## config.mk

```make
export PLATFORM = sky130hd
export DESIGN_NAME = addr_inv_gen
export DESIGN_NICKNAME = d
export VERILOG_FILES = /design/src/rtl/addr_inv_gen.sv
export SDC_FILE = /design/constraint.sdc
export NUM_CORES = 1
export LEC_CHECK = 0
export BUFFER_PORTS_ARGS = -buffer_cell sky130_fd_sc_hd__buf_2
export CAP_MARGIN = 15
export CORE_MARGIN = 2
export CORE_UTILIZATION = 59
export CTS_BUF_LIST = sky130_fd_sc_hd__clkbuf_8
export DETAILED_ROUTE_END_ITERATION = 7
export PLACE_DENSITY = 0.83
export SLEW_MARGIN = 20
export SYNTH_ARGS = -nofsm -noshare
export SYNTH_HDL_FRONTEND = slang
export SYNTH_SLANG_ARGS = --single-unit
```

## constraint.sdc

```tcl
create_clock -name clk -period 3.8 [get_ports clk]
set_input_delay 0.19 -clock clk [delete_from_list [all_inputs] [get_ports clk]]
set_output_delay 0.19 -clock clk [all_outputs]
set_load 0.01 [all_outputs]
```

## src/rtl/addr_inv_gen.sv

```systemverilog
// ============================================================================
// Module   : addr_inv_gen
// Brief    : De-interleaver read-address generator for one 4096-entry frame.
//            Optional macro ADDR_INV_AUTORESTART_EN keeps running frame after frame.
// Revision : 1.0 - initial release
// ============================================================================
`default_nettype none

module addr_inv_gen #(
  parameter int ADDRLENGTH = 12
) (
  input  logic                  clk,
  input  logic                  rst,
  input  logic                  start,
  input  logic [2:0]            mode,
  input  logic                  abort,
  input  logic                  out_ready,
  output logic                  addr_valid,
  output logic [ADDRLENGTH-1:0] addr,
  output logic [ADDRLENGTH-1:0] linear_addr,
  output logic                  frame_done,
  output logic                  busy
);

  typedef enum logic [0:0] {
    S_IDLE = 1'b0,
    S_RUN  = 1'b1
  } state_t;

  localparam logic [ADDRLENGTH-1:0] C_LAST = '1;

  state_t                r_state;
  state_t                w_state_nxt;
  logic [ADDRLENGTH-1:0] r_count;
  logic [ADDRLENGTH-1:0] w_count_nxt;
  logic [2:0]            r_mode_q;
  logic [2:0]            w_mode_nxt;
  logic                  r_frame_done;
  logic                  w_frame_done_nxt;
  logic [ADDRLENGTH-1:0] w_perm;

  always_ff @(posedge clk or negedge rst) begin
    if (!rst) begin
      r_state      <= S_IDLE;
      r_count      <= '0;
      r_mode_q     <= 3'd0;
      r_frame_done <= 1'b0;
    end else begin
      r_state      <= w_state_nxt;
      r_count      <= w_count_nxt;
      r_mode_q     <= w_mode_nxt;
      r_frame_done <= w_frame_done_nxt;
    end
  end

  always_comb begin
    w_state_nxt      = r_state;
    w_count_nxt      = r_count;
    w_mode_nxt       = r_mode_q;
    w_frame_done_nxt = 1'b0;
    case (r_state)
      S_IDLE: begin
        if (start && !abort) begin
          w_state_nxt = S_RUN;
          w_count_nxt = '0;
          w_mode_nxt  = mode;
        end
      end
      S_RUN: begin
        // Abort wins over the final handshake: the frame is dropped silently.
        if (abort) begin
          w_state_nxt = S_IDLE;
          w_count_nxt = '0;
        end else if (out_ready) begin
          if (r_count == C_LAST) begin
            w_count_nxt      = '0;
            w_frame_done_nxt = 1'b1;
`ifdef ADDR_INV_AUTORESTART_EN
            w_state_nxt      = S_RUN;
`else
            w_state_nxt      = S_IDLE;
`endif
          end else begin
            w_count_nxt = r_count + 1'b1;
          end
        end
      end
      default: begin
        w_state_nxt = S_IDLE;
        w_count_nxt = '0;
      end
    endcase
  end

  // Inverse of the write-side radix-4 stage interleavers.
  always_comb begin
    w_perm = r_count;
    case (r_mode_q)
      3'd0:    w_perm = {r_count[9:0], r_count[11:10]};
      3'd1:    w_perm = {r_count[11:10], r_count[7:0], r_count[9:8]};
      3'd2:    w_perm = {r_count[11:8], r_count[5:0], r_count[7:6]};
      3'd3:    w_perm = {r_count[11:6], r_count[3:0], r_count[5:4]};
      3'd4:    w_perm = {r_count[11:4], r_count[1:0], r_count[3:2]};
      3'd6:    w_perm = {r_count[1:0], r_count[3:2], r_count[5:4],
                         r_count[7:6], r_count[9:8], r_count[11:10]};
      default: w_perm = r_count;
    endcase
  end

  assign addr_valid  = (r_state == S_RUN);
  assign busy        = (r_state == S_RUN);
  assign linear_addr = r_count;
  assign addr        = (r_state == S_RUN) ? w_perm : '0;
  assign frame_done  = r_frame_done;

endmodule

`default_nettype wire

```

==> metrics <==
status=finished clean; area delta synth->final=11.72%; Port Buffers=34; n_diodes=0; post-CTS setup repair buffer count=0; GRT Max-Usage Layer=met2; share of cells above drive strength 1=23.96%; core area=0.002212 mm²; GR met1 Demand/Resource=34.00%; CP Max Fanout=21; XOR/XNOR Fraction of Synth Area=1.262%; Fill cells=201; CP Class=flip-flop to primary output; switch share=35.04%; largest net degree at the start of global routing=22; Synth async-reset ratio=100.0%; CTS buffer count=3; Critical path origin=r_mode_q[2]; CTS Sinks=17; Placed Cells=215; fin cells=220; fin crit period=2204 ps; max cap viols=0; NetSw=0.1773 mW; main combinational cell family by area after synthesis=simple AND/OR/NAND/NOR gates; post-DR wirelength/cell=15.76 µm; TritonCTS clock tree=done; compound-cell area share of the yosys netlist=23.17%; met3 usage=5.429%; register area=425.4 µm²; Hold EP=addr_valid; Slew headroom=54.99%; register area share after synthesis=30.66%; RR Startpoint=addr_valid; # setup viols final=0; final net count=202; sequential power share=46.8%; M2 GR Usage=49.38%; unrepaired setup endpoints after global routing=false; antenna violations before repair=0; H-Tree Depth=1; CTS Buffer Depth=2; Resize count post-CTS=0; post-synthesis mux area share=9.829%; first-pass GRT wire length=5671 µm; r2r setup slk=1870 ps; DR iter-0 viols=49; Routed WL=3467 µm; Synth Area in Simple Gates=24.98%; dominant cell type by area after synthesis=dfrtp_1; post-detail-place hpwl=2516 µm; Die Wd=52.50 µm; Pins Over Slew Limit=0; area fraction of the dominant cell type after synthesis=30.66%; DRC viols=0; crit path launch type=flip-flop; setup TNS=0 ps; fmax=453.7 MHz; CP max stage delay=730 ps; Final Hold Fails=0; Max VDD drop=0.2876 mV; Root Driver=clkbuf_8; antenna-violating nets left=0; syn nets=179; vias per std cell=6.336; Cell Area, Synth=0.001388 mm²; Hold Path Origin=abort; flip-flop and latch count after synthesis=17; Area contributors post-synth=dfrtp_1 31%, mux2i_1 5.8%, o21ai_0 5.8%; Pint=0.3287 mW; worst-path cell chain=nor2b_1 -> nand2_1 -> o211a_1 -> a211oi_1 -> buf_2; R2R Path End=linear_addr[11]; overall power=0.5061 mW; Worst Path Required=3610 ps; R2R cell count=4; die footprint=0.002756 mm²; die extent in y=52.50 µm; area of the multi-input gates=834.6 µm²; crit path DAT=2010 ps; vias=1394; RePlAce Congestion=0.8611; Syn Inst Count=170; P_leak=0.7742 nW; FP Rows=17; number of enable flip-flop cells after synthesis=0; gr usage total=28.44%; GRT Residual Overflow=0; Synth Area per Inst=8.162 µm²; Ports=35; synth unique cells=44; Comb pwr share=27.0%; fin crit share=58.00%; Initial Util=62.73%; PwrDens=326.4 mW/mm²; Post-CTS Hold Fix Bufs=1; Tightest Hold Check Type=input pin to flip-flop; Pre-antenna DRT Iters=4; clk_skew=2.208 ps; vias in the first global route=1234; WHS=137.7 ps; Worst-path clk slew=60 ps; Synth Area in Adders=0.9017%; Slew @ Worst Pin=672.6 ps; Worst Setup End Kind=primary output; later-pin clock latency in the skew report=260 ps; slowest CP cell=dfrtp_1; clock share of power=26.2%; Primary FF master, synth=dfrtp_1; WHS Path Cells=2; Yosys warning count=0
metal layers:
| layer | routed length, µm | vias to the layer above |
|---|---|---|
| met1 | 1445 | 653 |
| met5 | 0 | - |
| met2 | 1669 | 74 |
| li1 | - | 662 |
| met4 | 46 | 0 |
| met3 | 306 | 5 |
cells by family after synthesis:
logic type,after synthesis
mux,13
flops,17
fa+ha+maj,1
xor+xnor,2
buf+inv,25
compound gates,51
simple gates,61
synth_stat cells (2+ instances only):
cell and instances:
and2_1 3, o21ai_0 16, buf_2 9, nand3b_1 4
mux2i_1 8, dfrtp_1 17, nand4_1 2, clkbuf_1 3
a31oi_1 6, buf_6 2, inv_1 8, nor2_1 10
o221ai_1 2, nand2_1 15, buf_4 2, and3_1 4
o22ai_1 5, nor2b_1 7, mux2_2 5, a21oi_1 10
nand3_1 6, o211a_1 4
through the flow:
step                instance area [µm²]  util (%)  worst slack (ps)
floorplan                          1388         -              2111
global placement                   1495     67.59              1959
detailed placement                 1495     67.59              1898
CTS                                1550     70.08              1621
global route                       1550     70.08              1452
finish                             1550     70.08              1596
area by class of cell:
type                            instances  share of cell area, %
Timing Repair Buffer                   35                  11.62
Inverter                                8                  1.937
Multi-Input combinational cell        128                  53.83
Clock inverter                          1                 0.2421
Tap cell                               28                  2.260
Sequential cell                        17                  27.44
Clock buffer                            3                  2.663
cells in the final DEF, fill, tap and decap left out, types with 2 or more instances in the layout:
| cell | n |
|---|---|
| a21oi_1 | 10 |
| a31oi_1 | 6 |
| and2_1 | 3 |
| and3_1 | 4 |
| buf_2 | 34 |
| clkbuf_8 | 3 |
| dfrtp_1 | 17 |
| inv_1 | 9 |
| mux2_2 | 5 |
| mux2i_1 | 8 |
| nand2_1 | 15 |
| nand3_1 | 6 |
| nand3b_1 | 4 |
| nand4_1 | 2 |
| nor2_1 | 10 |
| nor2b_1 | 7 |
| o211a_1 | 4 |
| o21ai_0 | 16 |
| o221ai_1 | 2 |
| o22ai_1 | 5 |
power by group through the flow:
stage / Sequential [mW] / Combinational, mW / Clock (mW)
6_report: 0.237 / 0.137 / 0.133
5_1_grt: 0.241 / 0.153 / 0.144
4_1_cts: 0.235 / 0.136 / 0.134
3_5_place_dp: 0.238 / 0.135 / 0
3_3_place_gp: 0.237 / 0.131 / 0
2_1_floorplan: 0.208 / 0.127 / 0
registers in the layout, indices dropped and copies added, names as in the netlist:
signal,flops
r_mode_q,3
linear_addr,12
frame_done,1
addr_valid,1
worst max path at each step:
stage                    end  slack [ps]  cells past startpoint
finish               addr[9]        1600                      5
floorplan           addr[10]        2110                      5
global route         addr[9]        1450                      5
global placement     addr[9]        1960                      5
CTS                  addr[9]        1620                      5
detailed placement   addr[9]        1900                      5
worst max-delay path, delay by kind of cell (launching register included):
kind	cells	cell delay (ps)
DFF	1	730
AOI/OAI and AO/OA	2	370
buffers and inverters	1	170
and+or+nand+nor	2	470
Note: power is estimated with default switching activity, not from simulation.
